`src/rtl/lm75_i2c_target.sv`:
```
// lm75_i2c_target: LM75-compatible I2C target exposing temperature, config, THYST and TOS registers.
module lm75_i2c_target #(
    parameter logic [6:0]  DEV_ADDR  = 7'b1001000,
    parameter logic [15:0] TOS_RST   = 16'h5000,
    parameter logic [15:0] THYST_RST = 16'h4B00
) (
    input  logic        clk,
    input  logic        reset,
    input  logic        scl_i,
    input  logic        sda_i,
    output logic        sda_oe,
    input  logic [15:0] temp_in,
    output logic [7:0]  cfg_out,
    output logic        busy
);
    localparam logic [2:0] IDLE      = 3'd0;
    localparam logic [2:0] ADDR      = 3'd1;
    localparam logic [2:0] ADDR_ACK  = 3'd2;
    localparam logic [2:0] WR_BYTE   = 3'd3;
    localparam logic [2:0] WR_ACK    = 3'd4;
    localparam logic [2:0] RD_BYTE   = 3'd5;
    localparam logic [2:0] RD_ACK    = 3'd6;
    localparam logic [2:0] WAIT_STOP = 3'd7;

    logic [1:0]  scl_s, sda_s, ptr, widx;
    logic        scl_d, sda_d, rw, hi, nack;
    logic [2:0]  state;
    logic [3:0]  cnt;
    logic [7:0]  sr, tx, hold, rd_byte;
    logic [15:0] tos, thyst, snap, rd_word;
    logic        scl, sda, scl_rise, scl_fall, start, stop;

    always_comb begin
        scl      = scl_s[1];
        sda      = sda_s[1];
        scl_rise = scl & ~scl_d;
        scl_fall = ~scl & scl_d;
        start    = scl & scl_d & sda_d & ~sda;
        stop     = scl & scl_d & ~sda_d & sda;
        rd_word  = (ptr == 2'd0) ? snap : (ptr == 2'd2) ? thyst : tos;
        rd_byte  = (ptr == 2'd1) ? cfg_out : hi ? rd_word[15:8] : rd_word[7:0];
    end

    always_ff @(posedge clk or posedge reset) begin
        if (reset) begin
            scl_s   <= 2'b11;
            sda_s   <= 2'b11;
            scl_d   <= 1'b1;
            sda_d   <= 1'b1;
            state   <= IDLE;
            cnt     <= 4'd0;
            sr      <= 8'h00;
            tx      <= 8'h00;
            hold    <= 8'h00;
            ptr     <= 2'd0;
            widx    <= 2'd0;
            rw      <= 1'b0;
            hi      <= 1'b1;
            nack    <= 1'b0;
            sda_oe  <= 1'b0;
            busy    <= 1'b0;
            cfg_out <= 8'h00;
            tos     <= TOS_RST;
            thyst   <= THYST_RST;
            snap    <= 16'h0000;
        end else begin
            scl_s <= {scl_s[0], scl_i};
            sda_s <= {sda_s[0], sda_i};
            scl_d <= scl;
            sda_d <= sda;
            if (stop) begin
                state  <= IDLE;
                sda_oe <= 1'b0;
                busy   <= 1'b0;
            end else if (start) begin
                state  <= ADDR;
                cnt    <= 4'd0;
                sda_oe <= 1'b0;
            end else begin
                case (state)
                    ADDR: begin
                        if (scl_rise) begin
                            sr  <= {sr[6:0], sda};
                            cnt <= cnt + 4'd1;
                            // R/W bit of a matching read: freeze temperature for a coherent word
                            if (cnt == 4'd7 && sda && sr[6:0] == DEV_ADDR) snap <= temp_in;
                        end else if (scl_fall && cnt == 4'd8) begin
                            cnt <= 4'd0;
                            if (sr[7:1] == DEV_ADDR) begin
                                state  <= ADDR_ACK;
                                sda_oe <= 1'b1;
                                busy   <= 1'b1;
                                rw     <= sr[0];
                                hi     <= 1'b1;
                            end else begin
                                state <= WAIT_STOP;
                            end
                        end
                    end
                    ADDR_ACK: begin
                        if (scl_fall) begin
                            state  <= rw ? RD_BYTE : WR_BYTE;
                            widx   <= 2'd0;
                            tx     <= rd_byte;
                            sda_oe <= rw & ~rd_byte[7];
                        end
                    end
                    WR_BYTE: begin
                        if (scl_rise) begin
                            sr  <= {sr[6:0], sda};
                            cnt <= cnt + 4'd1;
                        end else if (scl_fall && cnt == 4'd8) begin
                            state  <= WR_ACK;
                            sda_oe <= 1'b1;
                        end
                    end
                    WR_ACK: begin
                        if (scl_fall) begin
                            state  <= WR_BYTE;
                            sda_oe <= 1'b0;
                            cnt    <= 4'd0;
                            widx   <= (widx == 2'd3) ? 2'd3 : widx + 2'd1;
                            // 16-bit limits are staged in hold and committed together on the LSB
                            if (widx == 2'd0) ptr <= sr[1:0];
                            else if (widx == 2'd1 && ptr == 2'd1) cfg_out <= sr;
                            else if (widx == 2'd1) hold <= sr;
                            else if (widx == 2'd2 && ptr == 2'd2) thyst <= {hold, sr};
                            else if (widx == 2'd2 && ptr == 2'd3) tos <= {hold, sr};
                        end
                    end
                    RD_BYTE: begin
                        if (scl_rise) begin
                            cnt <= cnt + 4'd1;
                        end else if (scl_fall) begin
                            if (cnt == 4'd8) begin
                                state  <= RD_ACK;
                                sda_oe <= 1'b0;
                                hi     <= ~hi;
                            end else begin
                                tx     <= {tx[6:0], 1'b0};
                                sda_oe <= ~tx[6];
                            end
                        end
                    end
                    RD_ACK: begin
                        if (scl_rise) begin
                            nack <= sda;
                        end else if (scl_fall) begin
                            cnt <= 4'd0;
                            if (nack) begin
                                state <= WAIT_STOP;
                                busy  <= 1'b0;
                            end else begin
                                state  <= RD_BYTE;
                                tx     <= rd_byte;
                                sda_oe <= ~rd_byte[7];
                            end
                        end
                    end
                    default: ;
                endcase
            end
        end
    end
endmodule

```
`config.mk`:
```
export PLATFORM = sky130hd
export DESIGN_NAME = lm75_i2c_target
export DESIGN_NICKNAME = d
export VERILOG_FILES = /design/src/rtl/lm75_i2c_target.sv
export SDC_FILE = /design/constraint.sdc
export NUM_CORES = 1
export LEC_CHECK = 0
export CAP_MARGIN = 25
export CORE_UTILIZATION = 64
export CTS_CLUSTER_SIZE = 40
export DETAILED_ROUTE_END_ITERATION = 8
export PLACE_DENSITY = 0.87
export SLEW_MARGIN = 10
export SYNTH_ARGS = -nofsm -noshare
export SYNTH_HDL_FRONTEND = slang
export SYNTH_SLANG_ARGS = --single-unit
export TNS_END_PERCENT = 5
```
`constraint.sdc`:
```
create_clock -name clk -period 7.2 [get_ports clk]
set_input_delay 1.08 -clock clk [delete_from_list [all_inputs] [get_ports clk]]
set_output_delay 1.08 -clock clk [all_outputs]
set_load 0.005 [all_outputs]
```
==> metrics.txt, run 1 <==
Final Hold Violating Endpoints 0; prevailing post-synth register cell dfrtp_1; Setup CP Type reg2reg; hold bufs inserted after CTS 0; fill count between 500 and 600; FFs w/ async S/R, synth between 90% and 100%; Final Cycle Share 38.1%; final hold slack between 300 and 400 ps; initial antenna violation count 0; Min-Delay Path Class reg2reg; H-tree depth 3; Fin Setup TNS 0 ps; DR WL met2 around 5.4 mm; GR Overflow Total 0; First-pass DRT Iterations 5; crit path DAT around 3000 ps; DRC 0; CP max stage cell dfrtp_1; combinational share of power a little under a tenth; P_leak roughly 2.4 nW; Switching Share roughly 30%; IO Port Bufs 29; Final Critical Period approximately 2700 ps; Mapped Cells ~390; IO Pins 30; number of buffers created by CTS 9; CTS tree built; Power, Total between 0.001 and 0.0015 W; Post-CTS Setup Bufs 0; Seq pwr share between 50% and 60%; Die W ~88 um; cell with the most instances after synthesis dfrtp_1; CTS resizes 0; final WL about 11 mm; Post-Synthesis Cell Area between 4000 and 5000 um2; post-synthesis sequential area ratio between 50 and 60%; Crit path largest cell delay 980 ps; register bit count reported by yosys about 100; RSZ-0062 raised after global routing false; Overall Global Routing Usage 30.5%; Initial Util around two thirds; vias in the first global route 3431; Die Ht 88.3 um; CP cell instances nor2b_1, nand3_1, mux2_2; hpwl dp around 7.0 mm; worst rel slew slack between 30% and 40%; clk_skew 13.1 ps; synth unique cells 47; clk sinks 101; switching power ~0.00034 W; final max-slew violation count 0; cell taking the most area after synthesis dfrtp_1; leading cell types by count after synthesis dfrtp_1 (88), mux2_2 (78), o21ai_0 (22); final setup margin roughly 4500 ps; layout cell share with drive strength beyond 1 28.6%; Skew-Pair Late Insertion Delay approximately 370 ps; Worst-path clk slew around 100 ps; Worst-Margin Slew ~1000 ps; Crit Path Max Fanout 28; P&R area growth vs syn 11.4%; DRT iter0 DRCs 234; YS warnings 0; Max Cap Viol 0; maximum VDD drop between 0.15 and 0.2 mV; Clock power frac between 30 and 40%; clk buf depth 2; Max Clock Freq ~0.36 GHz; Avg Synthesized Cell Area between 10 and 15 um2; EDFF count, synth 0; core area 7210 um2; Int Power ~0.00079 W; pin count of the biggest net entering global routing 73; Post-Route M1 WL about 4.2 mm; Placer Congestion approximately 0.87; vias ~3400; per-cell routed wire length between 20 and 25 um; status finished clean; Critical Path RT about 7500 ps; Routed Antenna Nets 0; metal3 WL around 670 um; Final nets 440; first-pass GRT wire length between 15 and 20 mm; row cnt 31; Ant. Diodes 0; Synth top area share 46.2%; setup violators final 0; P per Cell Area about 210 nW/um2; Net Count, Synth 414; CP startpoint kind register; dpl ws roughly 4500 ps; Die Area 7800 um2; vias per cell approximately 6.5; Highest Signal Layer met4; ranking of synthesized cells by area dfrtp_1 (46%), mux2_2 (18%), dfstp_2 (7.2%), o21ai_0 (2.3%), a21oi_1 (2.2%); Setup crit end kind register; clock root cell clkbuf_8
==> layer usage <==
| layer | track usage, % | vias up |
|---|---|---|
| li1 | - | 1509 |
| met1 | 36.6 | 1688 |
| met2 | 51.5 | 143 |
| met3 | 7.65 | 39 |
| met4 | 15.1 | 0 |
| met5 | 0 | - |
==> layout by cell type, fill, tap and decap left out, types with 6 or more instances in the layout <==
cell and count:
dfrtp_1 88, mux2_2 78, clkdlybuf4s50_1 29, o21ai_0 22, a21oi_1 21, nand2_1 18
nor2_1 17, dfstp_2 13, o22ai_1 12, nor2b_1 9, mux2i_1 9, a211oi_1 9
clkbuf_8 9, nand2b_1 8, inv_1 8, a221o_1 6
==> registers in the layout, summed over array words and instances (netlist names), 3 cells and up <==
signal and flops:
cfg_out 8, cnt 4, hold 8, snap 16, sr 8, state 3
thyst 16, tos 16, tx 7
==> critical path: cells and delay by family (launching register included) <==
kind             cells  cell delay, ps
AND/OR/NAND/NOR      2            1220
multiplexers         1             420
flip-flops           1             980
==> worst paths after layout <==
path / to / start / cells past startpoint / slack [ps]
max: cfg_out[1]$_DFFE_PP0P_ / ptr[0]$_DFFE_PP0P_ / 3 / 4450
min: sda_s[1]$_DFF_PP1_ / sda_s[0]$_DFF_PP1_ / 0 / 360
max reg2reg: cfg_out[1]$_DFFE_PP0P_ / ptr[0]$_DFFE_PP0P_ / 3 / 4450
min reg2reg: sda_s[1]$_DFF_PP1_ / sda_s[0]$_DFF_PP1_ / 0 / 360
max in group asynchronous: hold[7]$_DFFE_PP0P_ / reset / 3 / 4960
min in group asynchronous: sr[1]$_DFFE_PP0P_ / reset / 2 / 1030
==> cell families (layout without fill, tap and decap cells) <==
logic type               after synthesis  count (layout)  share of synthesized area [%]
buffers and inverters                 26              57                           2.65
multiplexers                          87              87                           20.3
adder cells (fa/ha/maj)                2               2                          0.525
flip-flops                           101             101                           53.4
AND/OR/NAND/NOR                       82              82                           10.2
AO/OA/AOI/OAI                         94              94                           12.9
==> power groups by stage <==
| stage | Combinational [W] | Sequential, W | Clock (W) |
|---|---|---|---|
| floorplan | 0.0000819 | 0.000640 | 0 |
| global placement | 0.000103 | 0.000677 | 0 |
| detailed placement | 0.000107 | 0.000678 | 0 |
| CTS | 0.000108 | 0.000667 | 0.000351 |
| global route | 0.000122 | 0.000676 | 0.000371 |
| finish | 0.000107 | 0.000670 | 0.000346 |
==> area by class of cell <==
cell class / count / area, um2 / share of cell area [%]
clock buffers: 9 / 124 / 2.33
clock inverters: 7 / 68.8 / 1.30
inverters: 9 / 36.3 / 0.683
multi-input cells: 265 / 2100 / 39.5
flip-flops and latches: 101 / 2540 / 47.9
well taps: 99 / 124 / 2.33
repair buffers: 32 / 317 / 5.96
==> through the flow <==
| step | instance area, um2 | instances | util [%] |
|---|---|---|---|
| 3_3_place_gp | 5100 | 505 | 70.8 |
| 2_1_floorplan | 4770 | 392 | - |
| 5_1_grt | 5310 | 522 | 73.6 |
| 6_report | 5310 | 522 | 73.6 |
| 3_5_place_dp | 5100 | 505 | 70.8 |
| 4_1_cts | 5300 | 521 | 73.4 |
(Power assumes the default switching activity.)
==> run 2, diff against run 1 <==
- CORE_UTILIZATION: 64 -> 53
- PLACE_DENSITY: 0.87 -> 0.77
- clock period: 7.2 -> 2.4 ns (I/O delays scaled with it)
==> run 2 against run 1 <==
Utilization is 10 points lower. Fmax is 31% higher. Register-to-register slack worse by 4200 ps.
==> metrics.txt, run 2 (synthesis gave the netlist of run 1 again) <==
vias in the first global route 3634 (+5.9%); Final Cell Area 5540 um2 (+4.4%); first-pass GRT wire length 18.3 mm (+5.5%); P&R area growth vs syn 16.3%; combinational share of power 11.8% (+2.2 points); Die W 96.8 um (+9.7%); CTS tree built; clock root cell clkbuf_8; crit path DAT 2370 ps (-630 ps); clk sinks 101 (unchanged); Max Clock Freq 0.476 GHz (+31%); GR Overflow Total 0 (unchanged); Final nets 460 (+4.5%); Regs by FF count snap x16, thyst x16, tos x16; P per Cell Area 644 nW/um2 (+200%); First-pass DRT Iterations 5 (unchanged); Final Cycle Share 87.6% (+49 points); Worst-path clk slew 110 ps (about the same); post-placement cell area 5310 um2 (+4.1%); final hold slack 363 ps (+2.60 ps); Post-CTS Setup Bufs 0 (unchanged); final WL 11.0 mm (+3.1%); P_leak 2.48 nW (+5.3%); clk_skew 13.1 ps (+0.0272 ps); Seq pwr share 54.7% (-4.9 points); Int Power 0.00252 W (+220%); CTS resizes 0 (unchanged); Initial Util 54.6% (-11 points); worst rel slew slack 62.9% (+32 points); vias per cell 6.13 (-5.3%); IO Port Bufs 29 (unchanged); initial antenna violation count 0 (unchanged); H-tree depth 3 (unchanged); Die Ht 96.8 um (+9.7%); Setup crit end kind register; Final Util 63.5% (-10 points); pin count of the biggest net entering global routing 44 (-40%); maximum VDD drop 0.367 mV (+130%); switching power 0.00105 W (+210%); status finished clean; Overall Global Routing Usage 25.1% (-5.4 points); Crit Path Max Fanout 8 (-71%); Skew-Pair Late Insertion Delay 390 ps (+20 ps); Ant. Diodes 0 (unchanged); Placer Congestion 0.940 (+7.7%); RSZ-0062 raised after global routing false; Max Cap Viol 0 (unchanged); commonest non-fill, non-tap cell in the layout dfrtp_1; Die Area 9380 um2 (+20%); Final Critical Period 2100 ps (-645 ps); placed cell count 535 (+5.9%); final max-slew violation count 0 (unchanged); Routed Antenna Nets 0 (unchanged); Fin Setup TNS 0 ps (unchanged); per-cell routed wire length 20.0 um (-2.3%); CP startpoint kind register; Setup CP Type reg2reg; Switching Share 29.4% (-0.57 points); row cnt 34 (+9.7%); DRT iter0 DRCs 173 (-26%); layout cell share with drive strength beyond 1 31.8% (+3.2 points); DRC 0 (unchanged); clk buf depth 2 (unchanged); Critical Path RT 2670 ps (-4790 ps); Final Hold Violating Endpoints 0 (unchanged); Min-Delay Path Class in2async; Worst-Margin Slew 555 ps (-485 ps); hold bufs inserted after CTS 0 (unchanged); vias 3378 (-0.030%); Clock power frac 33.5% (+2.7 points); core area 8720 um2 (+21%); setup violators final 0 (unchanged); IO Pins 30 (unchanged); Finished Layout Cells 551 (+5.6%); hpwl dp 7.97 mm (+13%); number of buffers created by CTS 9 (unchanged); commonest cells after routing, fill and taps aside dfrtp_1 (88), mux2_2 (78), clkdlybuf4s50_1 (29), o21ai_0 (22), a21oi_1 (21)
## run 2: critical path, stage by stage (launching register included)
cell and delay (ps):
dfstp_2 610, nor3b_4 250, and2_1 210, nand2_1 100
nor3_4 430, mux2_2 400
## run 2: layer usage
layer	part of all wire, %	track usage, %	wire length, um	vias up
met1	41	30.0	4480	1695
met3	4.5	4.48	494	31
met2	51	42.8	5650	106
li1	-	-	-	1546
met4	3.6	14.1	393	0
met5	0	0	0	-
## run 2: path summary, 6_finish.rpt
kind	startpoint	to	slack [ps]	cells after the start
min	reset	tos[0]$_DFFE_PP0P_	360	2
min reg2reg	sda_s[0]$_DFF_PP1_	sda_s[1]$_DFF_PP1_	360	0
max	scl_d$_DFF_PP1_	hold[7]$_DFFE_PP0P_	300	5
max reg2reg	scl_d$_DFF_PP1_	hold[7]$_DFFE_PP0P_	300	5
max in group asynchronous	reset	thyst[11]$_DFFE_PP1P_	1390	3
min in group clk	sda_s[0]$_DFF_PP1_	sda_s[1]$_DFF_PP1_	360	0
## run 2: power by group through the flow
stage	Clock, W	Combinational, W	Sequential, W
floorplan	0	0.000246	0.00192
global placement	0	0.000414	0.00198
finish	0.00120	0.000420	0.00195
CTS	0.00121	0.000422	0.00195
detailed placement	0	0.000421	0.00198
global route	0.00128	0.000459	0.00197
## run 2: through the flow
step / total power, W / worst slack, ps
4_1_cts: 0.00358 / 269
2_1_floorplan: 0.00217 / 439
6_report: 0.00357 / 298
3_3_place_gp: 0.00239 / 292
5_1_grt: 0.00371 / 187
3_5_place_dp: 0.00240 / 282
## run 2: cell type report
cell class,instances,area [um2]
Clock inverter,7,104
Timing Repair Buffer,52,500
Fill cell,654,3180
Sequential cell,101,2540
Inverter,9,37.5
Tap cell,108,135
Clock buffer,9,124
Multi-Input combinational cell,265,2100
==> run 3, diff against run 2 <==
- CTS_CLUSTER_DIAMETER: not set -> 50
==> results of run 3 <==
Same layout as run 2: the final DEF is identical, and so are final timing and power.
